==> config.mk <==
export PLATFORM = sky130hd
export DESIGN_NAME = weight_code_gen_flat
export DESIGN_NICKNAME = d
export VERILOG_FILES = /design/src/rtl/weight_code_gen_if.sv /design/src/rtl/weight_code_gen.sv /design/src/flat_wrapper.sv
export SDC_FILE = /design/constraint.sdc
export NUM_CORES = 1
export LEC_CHECK = 0
export CORE_AREA = 2 2 47 49
export CTS_CLUSTER_SIZE = 10
export DETAILED_ROUTE_END_ITERATION = 10
export DIE_AREA = 0 0 49 51
export MAX_ROUTING_LAYER = met4
export PLACE_DENSITY = 0.85
export SYNTH_ARGS = -nofsm -noshare
export SYNTH_HDL_FRONTEND = slang
export SYNTH_SLANG_ARGS = --single-unit
==> constraint.sdc <==
create_clock -name clk -period 3.1 [get_ports clk]
set_input_delay 0.775 -clock clk [delete_from_list [all_inputs] [get_ports clk]]
set_output_delay 0.775 -clock clk [all_outputs]
set_load 0.05 [all_outputs]
==> src/rtl/weight_code_gen_if.sv <==
// Handshake/status bundle for weight_code_gen: run control, weight select,
// and the emitted code word with its valid/ready handshake.
interface weight_code_gen_if;
  logic       start;
  logic       clear;
  logic [1:0] wsel;
  logic       ready;
  logic [3:0] code;
  logic       valid;
  logic       busy;
  logic       done;
  logic [3:0] count;

  modport master (
    output start, clear, wsel, ready,
    input  code, valid, busy, done, count
  );

  modport slave (
    input  start, clear, wsel, ready,
    output code, valid, busy, done, count
  );
endinterface

==> src/rtl/weight_code_gen.sv <==
// Emits, in ascending order, every 4-bit word whose popcount is in the selected
// weight set (2, 3 or both). Optional macro WCG_REPEAT_EN loops runs until clear.
module weight_code_gen (
  input  logic            clk,
  input  logic            nrst,
  weight_code_gen_if.slave bus
);

  typedef enum logic [1:0] {
    IDLE,
    SEARCH,
    EMIT,
    DONE
  } state_t;

  state_t     state_q, state_d;
  logic [3:0] cand_q, cand_d;
  logic [1:0] wsel_q, wsel_d;
  logic [3:0] count_q, count_d;
  logic       valid_q, valid_d;
  logic       busy_q, busy_d;
  logic       done_q, done_d;

  // wsel 11 never reaches here: it is folded to 00 when latched
  function automatic logic weight_ok(input logic [3:0] c, input logic [1:0] ws);
    logic [2:0] pop;
    pop = 3'(c[0]) + 3'(c[1]) + 3'(c[2]) + 3'(c[3]);
    case (ws)
      2'b01:   weight_ok = (pop == 3'd2);
      2'b10:   weight_ok = (pop == 3'd3);
      default: weight_ok = (pop == 3'd2) || (pop == 3'd3);
    endcase
  endfunction

  always_comb begin
    state_d = state_q;
    cand_d  = cand_q;
    wsel_d  = wsel_q;
    count_d = count_q;

    case (state_q)
      IDLE: begin
        if (bus.start) begin
          wsel_d  = (bus.wsel == 2'b11) ? 2'b00 : bus.wsel;
          cand_d  = '0;
          count_d = '0;
          state_d = SEARCH;
        end
      end
      SEARCH: begin
        if (weight_ok(cand_q, wsel_q)) begin
          state_d = EMIT;
        end else if (cand_q == 4'hF) begin
          state_d = DONE;
        end else begin
          cand_d = cand_q + 4'd1;
        end
      end
      EMIT: begin
        if (bus.ready) begin
          count_d = count_q + 4'd1;
          cand_d  = cand_q + 4'd1;
          state_d = SEARCH;
        end
      end
      DONE: begin
`ifdef WCG_REPEAT_EN
        cand_d  = '0;
        count_d = '0;
        state_d = SEARCH;
`else
        state_d = IDLE;
`endif
      end
      default: state_d = IDLE;
    endcase

    // Abort wins over everything, including a same-cycle handshake; count is kept
    if (bus.clear) begin
      state_d = IDLE;
      cand_d  = cand_q;
      count_d = count_q;
    end

    // Status outputs are decoded from the next state so they leave a flop
    valid_d = (state_d == EMIT);
    busy_d  = (state_d != IDLE);
    done_d  = (state_d == DONE);
  end

  always_ff @(posedge clk or negedge nrst) begin
    if (!nrst) begin
      state_q <= IDLE;
      cand_q  <= '0;
      wsel_q  <= '0;
      count_q <= '0;
      valid_q <= 1'b0;
      busy_q  <= 1'b0;
      done_q  <= 1'b0;
    end else begin
      state_q <= state_d;
      cand_q  <= cand_d;
      wsel_q  <= wsel_d;
      count_q <= count_d;
      valid_q <= valid_d;
      busy_q  <= busy_d;
      done_q  <= done_d;
    end
  end

  assign bus.code  = cand_q;
  assign bus.valid = valid_q;
  assign bus.busy  = busy_q;
  assign bus.done  = done_q;
  assign bus.count = count_q;

endmodule

==> src/flat_wrapper.sv <==
// flat-port wrapper written by rule: the top's interface ports become plain ports
module weight_code_gen_flat 
  (clk, nrst, bus_start, bus_clear, bus_wsel, bus_ready, bus_code, bus_valid, bus_busy, bus_done, bus_count);
  weight_code_gen_if bus_i ();
  input  logic clk;
  input  logic nrst;
  input wire logic [$bits(bus_i.start)-1:0] bus_start;
  input wire logic [$bits(bus_i.clear)-1:0] bus_clear;
  input wire logic [$bits(bus_i.wsel)-1:0] bus_wsel;
  input wire logic [$bits(bus_i.ready)-1:0] bus_ready;
  output wire logic [$bits(bus_i.code)-1:0] bus_code;
  output wire logic [$bits(bus_i.valid)-1:0] bus_valid;
  output wire logic [$bits(bus_i.busy)-1:0] bus_busy;
  output wire logic [$bits(bus_i.done)-1:0] bus_done;
  output wire logic [$bits(bus_i.count)-1:0] bus_count;
  assign bus_i.start = bus_start;
  assign bus_i.clear = bus_clear;
  assign bus_i.wsel = bus_wsel;
  assign bus_i.ready = bus_ready;
  assign bus_code = bus_i.code;
  assign bus_valid = bus_i.valid;
  assign bus_busy = bus_i.busy;
  assign bus_done = bus_i.done;
  assign bus_count = bus_i.count;
  weight_code_gen u_core (.clk(clk), .nrst(nrst), .bus(bus_i));
endmodule
# Yosys cells after proc, flatten, opt, wreduce, memory -nomap -nowiden
# Cells that the tools add are included.
[classes] muxes=16 n_addsub=5 n_reduce_logical=8 bitwise=1 eq_ne=15
[ops] op="two-way mux 4 bit" n=5
[ops] op="equality test 2 bit (second input constant)" n=6
[ops] op="two-way mux 2 bit" n=6
[ops] op="case mux 4 bit (3 select lines)" n=1
[ops] op="adder 4 x 1 -> 4 bit (second input constant)" n=2
[ops] op="inequality test 2 bit (second input constant)" n=4
[ops] op="case mux 2 bit (4 select lines)" n=1
[ops] op="case mux 4 bit (2 select lines)" n=1
[ops] op="adder 3 x 1 -> 3 bit" n=2
[ops] op="equality test 3 x 2 -> 1 bit (second input constant)" n=2
[ops] op="AND reduction 6 bit" n=1
[ops] op="equality test 2 x 1 -> 1 bit (second input constant)" n=2
[ops] op="equality test 4 bit (second input constant)" n=1
[ops] op="AND reduction 4 bit" n=1
[ops] op="nonzero test 2 bit" n=2
[ops] op="nonzero test 3 bit" n=1
[ops] op="adder 1 x 1 -> 2 bit" n=1
[ops] op="logical NOT 2 bit" n=1
[ops] op="case mux 1 bit (2 select lines)" n=1
[ops] op="AND reduction 2 bit" n=1
[ops] op="logical OR 1 bit" n=1
[ops] op="two-way mux 1 bit" n=1
[ops] op="NOT 1 bit" n=1
[totals] word_cells=52 reg_bits=15 output_inout_bits=11 input_bits=7

# Longest topological paths before layout
[logic_depth] word_depth=11 mapped_depth=9 ltp_nobuf=9

# Least setup slack after synthesis
# OpenSTA, ideal clock, no wires.
[synth_timing] path_kind="reg-to-reg" from="reg u_core.cand_q[0], in the netlist u_core.bus.code[0]" to="reg u_core.cand_q[3], in the netlist u_core.bus.code[3]" arrival_ns=2.521 required_time_ns=3.007 stages_incl_launch_ff=8 setup_slack_ns=0.487 setup_time_ns=0.093 synth_period_minus_slack_ns=2.613 n_path_buf=0 cell_sequence="dfrtp_1 > ha_1 > inv_1 > fa_1 > mux2_4 > a311oi_4 > nand3_1 > o31ai_2"
[synth_between] elab_chain_len=9 elab_cells_between_ends=17 classes_between="add/sub (4); eq/ne (5); mux (6); reduce/logical (2)"
[synth_rtl] item="from (decl)" line="weight_code_gen.sv:17" text="logic [3:0] cand_q, cand_d;"
[synth_rtl] item="from (signal assigned)" line="weight_code_gen.sv:102" text="cand_q <= cand_d;"
[synth_rtl] item="adder 1 x 1 -> 2 bit" line="weight_code_gen.sv:27" text="pop = 3'(c[0]) + 3'(c[1]) + 3'(c[2]) + 3'(c[3]);"
[synth_rtl] item="adder 3 x 1 -> 3 bit (2 in series)" line="weight_code_gen.sv:27"
[synth_rtl] item="equality test 3 x 2 -> 1 bit (on tied branches)" line="weight_code_gen.sv:29, weight_code_gen.sv:31, weight_code_gen.sv:30"
[synth_rtl] item="logical OR 1 bit" line="weight_code_gen.sv:31" text="default: weight_ok = (pop == 3'd2) || (pop == 3'd3);"
[synth_rtl] item="case mux 1 bit (2 select lines)" line="weight_code_gen.sv:28" text="case (ws)"
[synth_rtl] item="two-way mux 1 bit" line="weight_code_gen.sv:41" text="case (state_q)"
[synth_rtl] item="inequality test 2 bit (no line)"
[synth_rtl] item="AND reduction 6 bit (no line)"
# Several ways; a longest one is shown, not always the timed one. The select of a mux whose other input is x is not followed.
# A chain may end at the register's enable or synchronous reset.

# Worst setup path after layout
# Same ends and word-level chain as after synthesis.

==> results by group <==
Outcome
  – Status: finished, final reports clean

Timing
  – Rel. slew slack: 53.50%
  – Setup violators final: 0
  – Setup tns final: 0 ns
  – Final Slew Violations: 0
  – Final hold viol count: 0
  – Worst-Margin Slew: 0.6953 ns
  – Unrepaired setup endpoints after global routing: no
  – Final Skew: 0.003104 ns
  – Min Tclk post-route: 2.597 ns
  – Period utilization: 83.76%
  – F_max: 385.1 MHz
  – Fin worst setup slack: 0.5034 ns

Logic synthesis
  – EDFF count, synth: 0
  – Yosys warning count: 0
  – Synthesized area: 977.2 µm²
  – Synth async-reset ratio: 100.0%
  – Syn Area/Cell: 10.07 µm²
  – Top-count cell post-synth: dfrtp_1
  – Main synth FF type: dfrtp_1
  – Cell accounting for the most synthesized area: dfrtp_1
  – Post-synth cell types: 38
  – Share of the synthesized area in the top cell type: 38.41%
  – Synth area leaders: dfrtp_1, ha_1, inv_1, nand2b_1, nand2_1
  – Syn nets: 113
  – Syn Inst Count: 97
  – Post-synthesis register bit count: 15
  – Sequential element share of the synthesized area: 38.41%
  – Synth top cells by count: dfrtp_1, inv_1, nand2_1, ha_1

Final layout
  – Fill cells: 200
  – Area growth syn-to-layout: 23.30%
  – Final non-filler cell total: 145
  – Share of cells above drive strength 1: 11.97%
  – Non-Filler Cell Area, Final: 0.001205 mm²
  – Antenna fix cells: 0
  – Fin nets: 134

Clocking
  – PostCTS Resize Cnt: 0
  – Number of post-CTS setup repair buffers: 0
  – TritonCTS Sinks: 15
  – Hold buffer count at cts: 0
  – H-tree levels: 1
  – CTS buffer count: 3
  – Clk Latency, worst-skew pair: 0.29 ns
  – Worst-path clk slew: 0.09 ns
  – Max Root-Sink Buffers: 2
  – CTS root buf: clkbuf_4
  – CTS tree: done

Pwr
  – Tot Pwr: 0.0005200 W
  – Leak Pwr: 0.5529 nW
  – Pwr Density: 431.6 mW/mm²
  – IR drop worst, VDD: 363.7 µV

Global route
  – Gr ovfl total: 0
  – Vias in the first global route: 804
  – Largest net degree at the start of global routing: 16
  – Gr usage total: 20.08%
  – Initial antenna violation count: 0
  – First-pass GRT wire length: 3.574 mm

Setup path
  – Slowest stage cell on the critical path: fa_1
  – Worst Path Buf+Inv: 1
  – Max stage delay on crit path: 0.51 ns
  – Startpoint Class: register
  – Crit path max-delay family: adder cells
  – Crit-path cells: ha_1, inv_1, fa_1, mux2_4, a311oi_4, nand3_1, o31ai_2
  – Worst setup EP type: register
  – Critical Path AT: 2.81 ns
  – Crit path kind: reg -> reg
  – Crit-path max FO: 5
  – WP data required: 3.31 ns

Placement
  – Placer Congestion: 0.8395
  – Final HPWL DP: 1.700 mm
  – Pre-CTS WS: 0.5342 ns
  – Placed cell areas: 0.001177 mm²
  – I/O Buffers: 17
  – Placed Cells: 141

Floorplan
  – Initial core utilization: 47.36%
  – Horiz. Die Dim: 49 µm
  – Die Y: 51 µm
  – I/O pin count: 18
  – Core ar.: 0.002063 mm²
  – Die footprint: 0.002499 mm²
  – Cell Rows: 17

Detailed routing
  – WL per Instance: 14.88 µm
  – Routed Antenna Nets: 0
  – Pre-Repair DR Iteration Count: 4
  – Post-route DRC: 0
  – Detailed Route WL: 2.157 mm
  – DR vias/cell: 5.621
  – Total number of vias: 815
  – Drt first-iter violations: 17

Flow run
  – Max cap viols: 0

Hold path
  – Hold crit path type: reg -> reg
[report_power, final]
part           total [W]  switching [W]  internal (W)
sequential      0.000227      0.0000163      0.000211
combinational   0.000176       0.000105     0.0000710
clock           0.000116      0.0000682     0.0000481
[metal layers]
metal  vias to the layer above  wire (µm)  global-route usage (%)  share of wire, %
li1                        387          -                       -                 -
met1                       392        843                   19.66                39
met2                        27       1148                   36.30                53
met3                         9         97                   4.678               4.5
met4                         0         68                   12.38               3.2
met5                         -          0                       -                 0
[placed cells by master (no fill, tap or decap), types with 2 or more instances in the layout]
| master | n |
|---|---|
| inv_1 | 11 |
| o211ai_1 | 2 |
| nand3_1 | 3 |
| o21ai_0 | 6 |
| dfrtp_1 | 15 |
| nor2_1 | 2 |
| and3_1 | 2 |
| a22o_1 | 2 |
| nor3_1 | 2 |
| nand2_1 | 9 |
| nor2b_4 | 2 |
| clkbuf_4 | 3 |
| o21ai_1 | 3 |
| nand2b_1 | 6 |
| ha_1 | 8 |
| clkdlybuf4s50_1 | 17 |
[state kept, by name, indices dropped and copies added, names as in the netlist]
register	count
u_core.bus.code	4
u_core.bus.count	4
u_core.state_q	2
u_core.wsel_q	2
u_core.bus.busy	1
u_core.bus.done	1
u_core.bus.valid	1
[kinds of logic (layout without fill, tap and decap cells)]
kind of cell	Yosys count	after routing	share of synthesized area (%)
AO/OA/AOI/OAI	24	24	19.85
adder cells (fa/ha/maj)	9	9	12.29
buffers and inverters	12	32	4.737
flip-flops	15	15	38.41
multiplexers	2	2	2.560
AND/OR/NAND/NOR	35	35	22.15
[layout make-up]
class	count	area, µm²	area share (%)
tap	28	35.03	2.908
timing repair buffer	17	170.2	14.12
sequential	15	375.4	31.15
clock buffer	3	22.52	1.869
multi-input combinational	70	555.5	46.11
inverter	11	41.29	3.427
clock inverter	1	5.005	0.4154
[path summary, 6_finish.rpt]
check / start / endpoint / slack [ns] / cells past startpoint
worst max-delay path: u_core.bus.code[0]$_DFFE_PN0P_ / u_core.bus.code[3]$_DFFE_PN0P_ / 0.50 / 7
worst min-delay path: u_core.bus.count[0]$_DFFE_PN0P_ / u_core.bus.count[0]$_DFFE_PN0P_ / 0.53 / 1
worst max register to register: u_core.bus.code[0]$_DFFE_PN0P_ / u_core.bus.code[3]$_DFFE_PN0P_ / 0.50 / 7
worst min register to register: u_core.bus.count[0]$_DFFE_PN0P_ / u_core.bus.count[0]$_DFFE_PN0P_ / 0.53 / 1
max in group asynchronous: nrst / u_core.bus.valid$_DFF_PN0_ / 1.77 / 1
min in group asynchronous: nrst / u_core.bus.count[0]$_DFFE_PN0P_ / 0.89 / 1
[per-stage QoR]
step	util, %	hold slack, ns
after floorplan	-	0.4749
after global placement	57.06	0.5106
after detailed placement	57.06	0.5124
after CTS	58.40	0.5306
after global routing	58.40	0.5573
final	58.40	0.5302
No activity file was read; power rests on OpenSTA's default activity.
